<file path="config.mk">
export PLATFORM = sky130hd
export DESIGN_NAME = frame_stats_packer
export DESIGN_NICKNAME = d
export VERILOG_FILES = /design/src/rtl/frame_stats_packer.sv
export SDC_FILE = /design/constraint.sdc
export NUM_CORES = 1
export LEC_CHECK = 0
export ABC_AREA = 1
export BUFFER_PORTS_ARGS = -buffer_cell sky130_fd_sc_hd__buf_2
export CORE_ASPECT_RATIO = 1.2
export CORE_MARGIN = 2
export CORE_UTILIZATION = 55
export CTS_CLUSTER_DIAMETER = 40
export DETAILED_ROUTE_END_ITERATION = 8
export PLACE_DENSITY = 0.84
export SYNTH_ARGS = -nofsm -noshare
export SYNTH_HDL_FRONTEND = slang
export SYNTH_SLANG_ARGS = --single-unit
</file>
<file path="constraint.sdc">
create_clock -name clk -period 1.8 [get_ports clk]
set_input_delay 0.27 -clock clk [delete_from_list [all_inputs] [get_ports clk]]
set_output_delay 0.27 -clock clk [all_outputs]
set_load 0.1 [all_outputs]
</file>
<file path="src/rtl/frame_stats_packer.sv">
// Packs groups of 4 accepted 4-bit samples into a sum/max/min result with a valid/ready output.
// Define FRAME_STATS_PACKER_AVG_EN to add the registered out_avg (floor of sum/4) output.
module frame_stats_packer (
    input  logic       clk,
    input  logic       rst,
    input  logic       in_valid,
    input  logic [3:0] in_data,
    output logic       in_ready,
    input  logic       clear,
    output logic       out_valid,
    input  logic       out_ready,
    output logic [5:0] out_sum,
    output logic [3:0] out_max,
    output logic [3:0] out_min
`ifdef FRAME_STATS_PACKER_AVG_EN
    ,
    output logic [3:0] out_avg
`endif
);

    typedef enum logic {
        COLLECT = 1'b0,
        STALL   = 1'b1
    } state_t;

    state_t     state_q, state_d;
    logic [1:0] cnt_q, cnt_d;
    logic [5:0] acc_sum_q, acc_sum_d;
    logic [3:0] acc_max_q, acc_max_d;
    logic [3:0] acc_min_q, acc_min_d;
    logic       out_valid_q, out_valid_d;
    logic [5:0] out_sum_q, out_sum_d;
    logic [3:0] out_max_q, out_max_d;
    logic [3:0] out_min_q, out_min_d;

    logic       accept;
    logic       last_sample;
    logic       result_free;
    logic       handshake;
    logic [5:0] next_sum;
    logic [3:0] next_max;
    logic [3:0] next_min;

    assign in_ready  = (state_q == COLLECT);
    assign out_valid = out_valid_q;
    assign out_sum   = out_sum_q;
    assign out_max   = out_max_q;
    assign out_min   = out_min_q;

    // Accumulator candidate values if the presented sample is taken this edge.
    always_comb begin
        accept      = in_valid && in_ready && !clear;
        last_sample = accept && (cnt_q == 2'd3);
        handshake   = out_valid_q && out_ready;
        result_free = !out_valid_q || out_ready;
        next_sum    = {2'b00, in_data};
        next_max    = in_data;
        next_min    = in_data;
        if (cnt_q != 2'd0) begin
            next_sum = acc_sum_q + {2'b00, in_data};
            next_max = (in_data > acc_max_q) ? in_data : acc_max_q;
            next_min = (in_data < acc_min_q) ? in_data : acc_min_q;
        end
    end

    always_comb begin
        state_d     = state_q;
        cnt_d       = cnt_q;
        acc_sum_d   = acc_sum_q;
        acc_max_d   = acc_max_q;
        acc_min_d   = acc_min_q;
        out_valid_d = out_valid_q;
        out_sum_d   = out_sum_q;
        out_max_d   = out_max_q;
        out_min_d   = out_min_q;

        if (clear) begin
            state_d     = COLLECT;
            cnt_d       = 2'd0;
            out_valid_d = 1'b0;
        end else if (state_q == STALL) begin
            // A completed frame waits in the accumulator until the held result drains.
            if (handshake) begin
                out_sum_d   = acc_sum_q;
                out_max_d   = acc_max_q;
                out_min_d   = acc_min_q;
                out_valid_d = 1'b1;
                cnt_d       = 2'd0;
                state_d     = COLLECT;
            end
        end else begin
            if (accept) begin
                acc_sum_d = next_sum;
                acc_max_d = next_max;
                acc_min_d = next_min;
                cnt_d     = cnt_q + 2'd1;
            end
            if (last_sample) begin
                cnt_d = 2'd0;
                if (result_free) begin
                    out_sum_d   = next_sum;
                    out_max_d   = next_max;
                    out_min_d   = next_min;
                    out_valid_d = 1'b1;
                end else begin
                    state_d = STALL;
                end
            end else if (handshake) begin
                out_valid_d = 1'b0;
            end
        end
    end

    always_ff @(posedge clk or negedge rst) begin
        if (!rst) begin
            state_q     <= COLLECT;
            cnt_q       <= 2'd0;
            acc_sum_q   <= 6'd0;
            acc_max_q   <= 4'd0;
            acc_min_q   <= 4'd0;
            out_valid_q <= 1'b0;
            out_sum_q   <= 6'd0;
            out_max_q   <= 4'd0;
            out_min_q   <= 4'd0;
        end else begin
            state_q     <= state_d;
            cnt_q       <= cnt_d;
            acc_sum_q   <= acc_sum_d;
            acc_max_q   <= acc_max_d;
            acc_min_q   <= acc_min_d;
            out_valid_q <= out_valid_d;
            out_sum_q   <= out_sum_d;
            out_max_q   <= out_max_d;
            out_min_q   <= out_min_d;
        end
    end

`ifdef FRAME_STATS_PACKER_AVG_EN
    logic [3:0] out_avg_q, out_avg_d;

    assign out_avg_d = out_sum_d[5:2];
    assign out_avg   = out_avg_q;

    always_ff @(posedge clk or negedge rst) begin
        if (!rst) begin
            out_avg_q <= 4'd0;
        end else begin
            out_avg_q <= out_avg_d;
        end
    end
`endif

endmodule
</file>
**After elaboration in Yosys (flattened, before gate mapping)**

Index checks and enable logic that the tools add are counted.
W data, S select, Z words.

- Register bits: 32
- Bits of input ports: 9
- Word-level logic and storage cells: 68
- Output and inout port bits: 16

- Reductions and logical operators: 16
- Equal/unequal tests: 4
- Order comparisons: 2
- Bitwise logic cells: 2
- Muxes and demuxes: 33
- Add/subtract/negate cells: 2

Operator list:

| kind | number |
|---|---|
| $mux W4 | 12 |
| $mux W6 | 5 |
| $mux W1 | 11 |
| $mux W2 | 5 |
| $add A6 B4 Y6 | 1 |
| $reduce_and A3 Y1 | 2 |
| $reduce_bool A2 Y1 | 3 |
| $gt A4 B4 Y1 | 1 |
| $logic_and A1 B1 Y1 | 4 |
| $lt A4 B4 Y1 | 1 |
| $ne A4 B3 Y1 const B | 1 |
| $reduce_and A4 Y1 | 1 |
| $reduce_bool A4 Y1 | 1 |
| $ne A3 B2 Y1 const B | 1 |
| $reduce_bool A3 Y1 | 1 |
| $add A2 B1 Y2 const B | 1 |
| $eq A2 B2 Y1 const B | 1 |
| $logic_not A1 Y1 | 2 |
| $ne A2 B1 Y1 const B | 1 |
| $not A1 Y1 | 2 |
| $reduce_and A2 Y1 | 1 |
| $logic_or A1 B1 Y1 | 1 |

**Depth between registers and ports, before layout**

- Depth after elaboration: 7
- Depth in mapped cells: 13
- Depth with buffers taken out: 13

**Least setup slack after synthesis**

OpenSTA, ideal clock, no wires.

- Path type: register to register
- Start: reg state_q
- End: reg out_min_q[2] (netlist: out_min[2])
- Setup time: 0.120 ns
- Data required time: 1.680 ns
- Clock period less this slack: 2.097 ns
- Path buffers: 1
- Arrival time: 1.977 ns
- Path slack: -0.297 ns
- Stages on the path, launching flop included: 6
- Path through: dfrtp_1 > inv_1 > clkbuf_1 > nand3_1 > nand2_1 > nand2_1

- Longest elaborated chain between the ends: 6
- Elaborated cells on any way between the ends: 9
- Those cells by class: 1 x eq/ne; 1 x mux; 1 x bitwise; 6 x reduce/logical

RTL lines:

| element | RTL line | text |
|---|---|---|
| start, declared | 26 | `state_t state_q, state_d;` |
| start signal, assigned | 126 | `state_q <= state_d;` |
| $not A1 Y1 (no source line) | - |  |
| net in_ready | 8 | `output logic in_ready,` |
| $logic_and A1 B1 Y1 (2 in series) | 52 | `accept = in_valid && in_ready && !clear;` |
| $logic_and A1 B1 Y1 | 53 | `last_sample = accept && (cnt_q == 2'd3);` |
| $reduce_bool A2 Y1 (no source line) | - |  |
| $reduce_and A4 Y1 (no source line) | - |  |
| end signal, assigned | 134 | `out_min_q <= out_min_d;` |
| end, declared | 34 | `logic [3:0] out_min_q, out_min_d;` |

The timed path passes the listed nets, and every way through them passes these cells.
A chain may end at the register's enable or synchronous reset.

**Final worst setup path**

- Start: reg state_q
- End: out in_ready

- Longest elaborated chain between the ends: 1

RTL lines:

| element | RTL line |
|---|---|
| $not A1 Y1 (no source line) | - |
| end, declared | 8 |

No other way between the ends.

==> flow_metrics.env <==
export IMPL_clock_sinks=32
export IMPL_crit_type="reg2out"
export IMPL_clk_pin_slew_worst_paths_ns=0.07
export IMPL_slew_viol_final=0
export IMPL_critPathCaptureType="output pin"
export IMPL_report_power_total_mw=3.78
export IMPL_ctsRootBufferMaster="sky130_fd_sc_hd__clkbuf_8"
export IMPL_finalSetupViolations=0
export IMPL_die_h_um=69.5
export IMPL_fraction_of_power_consumed_by_the_clock_network_pct=15.1
export IMPL_failed_checks="DRC"
export IMPL_period_minus_slack_ns=1.71
export IMPL_clk_path_buf_depth=2
export IMPL_final_routed_wirelength_mm=4.10
export IMPL_ir_drop_v=0.00116
export IMPL_synth_yosys_warnings=0
export IMPL_use_met3_pct=5.04
export IMPL_async_s_r_ff_share_synth_pct=100
export IMPL_antenna_diode_count=0
export IMPL_grt_busiest_layer="met2"
export IMPL_cts_hold_repair_buffers=0
export IMPL_hold_slack_ns=0.0286
export IMPL_cp_max_fo=18
export IMPL_totalNegativeSetupSlack_ns=0
export IMPL_final_period_utilization_pct=95.2
export IMPL_rows=23
export IMPL_tritoncts_clock_tree="done"
export IMPL_grt_start_max_net_pins=33
export IMPL_vias_per_cell=5.26
export IMPL_syn_area_um2=1970
export IMPL_route_antenna_remaining_nets=0
export IMPL_worst_slew_pin_slew_ns=0.712
export IMPL_synth_avg_cell_area_um2=7.37
export IMPL_max_freq_mhz=583
export IMPL_synth_cells=267
export IMPL_total_switching_power_mw=2.07
export IMPL_grt_pass1_vias=1684
export IMPL_synth_main_ff_cell="sky130_fd_sc_hd__dfrtp_1"
export IMPL_critical_path_startpoint_type="flop"
export IMPL_port_buffers=24
export IMPL_post_dp_hpwl_mm=2.92
export IMPL_worst_clock_skew_ns=0.00553
export IMPL_syn_to_final_growth_pct=15.4
export IMPL_met1_usage_pct=27.6
export IMPL_core_area_um2=3400
export IMPL_sw_frac_of_total_pct=54.6
export IMPL_power_internal_mw=1.71
export IMPL_cp_required_ns=1.53
export IMPL_drive_above_1_share_pct=18.0
export IMPL_synth_seq_cells=32
export IMPL_arrival_ns=1.44
export IMPL_placer_s_final_routability_congestion_estimate=0.793
export IMPL_power_frac_seq_pct=29.1
export IMPL_die_area_um2=4070
export IMPL_timing_hold_worst_class="in2async"
export IMPL_synth_lib_cells_used_distinct=22
export IMPL_count_of_tritonroute_iterations_in_the_first_routing_pass=6
export IMPL_synth_enable_flop_cells=0
export IMPL_number_of_antenna_violations_at_the_first_check_in_global_routing=0
export IMPL_total_leakage_power_nw=1.29
export IMPL_ys_seq_area_share_pct=40.7
export IMPL_route_detailed_wl_per_inst_um=12.2
export IMPL_global_route_overflow_total=0
export IMPL_p_comb_share_pct=55.9
export IMPL_timing_max_slew_rel_slack_pct=52.5
export IMPL_via_count=1771
export IMPL_grt_first_pass_wirelength_mm=7.16
export IMPL_cts_inserted_buffers=5
export IMPL_outcome="complete, but fails checks"
export IMPL_pwr_density_cell_nw_per_um2=1660
export IMPL_mappedNetlistNets=290
export IMPL_die_w_um=58.6
export IMPL_layout_nets=322
export IMPL_max_cap_violations=0
export IMPL_timing_final_hold_violations=0
export IMPL_drcViolationCount=2
export IMPL_track_usage_pct=22.8
export IMPL_drt_initial_drc_count=85
export IMPL_grtUsageMet2_pct=37.7
export IMPL_ioPinCount=25
export IMPL_worstSkewPairLatency_ns=0.29
export IMPL_rsz0062_at_grt="no"
export IMPL_cts_htree_levels=2
export IMPL_start_util_pct=58.0
[worst max-delay path, cell delays in order (launching register included)]
cell and delay [ns]:
sky130_fd_sc_hd__dfrtp_1 0.43, sky130_fd_sc_hd__buf_4 0.21, sky130_fd_sc_hd__inv_1 0.11, sky130_fd_sc_hd__buf_6 0.20, sky130_fd_sc_hd__buf_12 0.19
[power groups by stage]
stage	clock network (mW)	logic, mW	registers (mW)
detailed placement	0	2.10	1.11
global placement	0	2.07	1.10
CTS	0.583	2.11	1.10
global route	0.609	2.28	1.14
floorplan	0	0.660	2.19
finish	0.569	2.11	1.10
[layer usage]
metal  part of all wire [%]  vias up
met5                      0        -
li1                       -      916
met3                    4.6       12
met2                     49       48
met1                     43      795
met4                    3.1        0
[area by class of cell]
class,count,area [um^2]
inverter,27,101
fill,289,1120
tap,37,46.3
clock buffer,8,90.1
timing repair buffer,33,206
multi-input combinational,200,1020
sequential,32,802
[worst paths after layout]
kind	start	end	slack (ns)	cells past startpoint
min in group clk	out_ready	out_valid$_DFFE_PN0P_	0.28	4
max in group asynchronous	rst	out_valid$_DFFE_PN0P_	1.27	1
hold reg to reg	out_sum[4]$_DFFE_PN0P_	out_sum[4]$_DFFE_PN0P_	0.47	2
hold / removal	rst	state_q$_DFF_PN0_	0.03	1
setup / recovery	state_q$_DFF_PN0_	in_ready	0.09	4
setup reg to reg	acc_sum_q[0]$_DFFE_PN0P_	out_sum[1]$_DFFE_PN0P_	0.11	6
[cell usage after synthesis (2+ instances only)]
library cell | instances | share of area, %
sky130_fd_sc_hd__o21ai_0 | 3 | 0.76
sky130_fd_sc_hd__dfrtp_1 | 32 | 41
sky130_fd_sc_hd__a21oi_1 | 11 | 2.8
sky130_fd_sc_hd__nand2_1 | 101 | 19
sky130_fd_sc_hd__o31ai_2 | 3 | 1.9
sky130_fd_sc_hd__a31oi_1 | 6 | 1.9
sky130_fd_sc_hd__inv_2 | 4 | 0.76
sky130_fd_sc_hd__buf_2 | 3 | 0.76
sky130_fd_sc_hd__inv_1 | 23 | 4.4
sky130_fd_sc_hd__ha_1 | 13 | 8.3
sky130_fd_sc_hd__clkbuf_1 | 3 | 0.57
sky130_fd_sc_hd__buf_6 | 2 | 1.1
sky130_fd_sc_hd__o21ai_1 | 10 | 2.5
sky130_fd_sc_hd__nand3_1 | 24 | 6.1
sky130_fd_sc_hd__nand3b_1 | 2 | 0.76
sky130_fd_sc_hd__nor2_1 | 21 | 4.0
[cells by family (layout without fill, tap and decap cells)]
logic type | after synthesis | in the layout | share of synthesized area (%)
AOI/OAI and AO/OA | 34 | 34 | 10.3
adders and majority gates | 14 | 14 | 9.28
buffers and inverters | 35 | 68 | 7.63
DFF | 32 | 32 | 40.7
and+or+nand+nor | 152 | 152 | 32.1
[stage by stage]
| step | instance area (um^2) | util (%) | worst slack [ns] | std cells |
|---|---|---|---|---|
| final | 2270 | 66.9 | 0.0860 | 337 |
| after global routing | 2270 | 66.9 | 0.00544 | 337 |
| after CTS | 2260 | 66.5 | 0.0432 | 337 |
| after detailed placement | 2170 | 63.9 | 0.120 | 329 |
| after global placement | 2170 | 63.9 | 0.157 | 329 |
| after floorplan | 1970 | - | 0.207 | 267 |
[cell usage in the layout, fill, tap and decap left out, drive strengths merged]
master  synthesis  final
nand3b          2      2
a31oi           6      6
buf             5     33
fa              1      1
o21ai          13     13
ha             13     13
nand3          25     25
nand2         103    103
nor2           22     22
o31ai           3      3
inv            27     27
a21oi          11     11
a21o            1      1
dfrtp          32     32
clkbuf          3      8
[registers in the layout, summed over array words and instances, names as in the netlist]
register   cells
out_valid      1
out_min        4
cnt_q          2
acc_sum_q      6
out_max        4
acc_max_q      4
state_q        1
out_sum        6
acc_min_q      4
[timing repair]
action	in CTS	in global routing
resized for setup	0	4
setup endpoints to repair	0	3
buffers inserted	0	0
No activity file was read; power rests on OpenSTA's default activity.
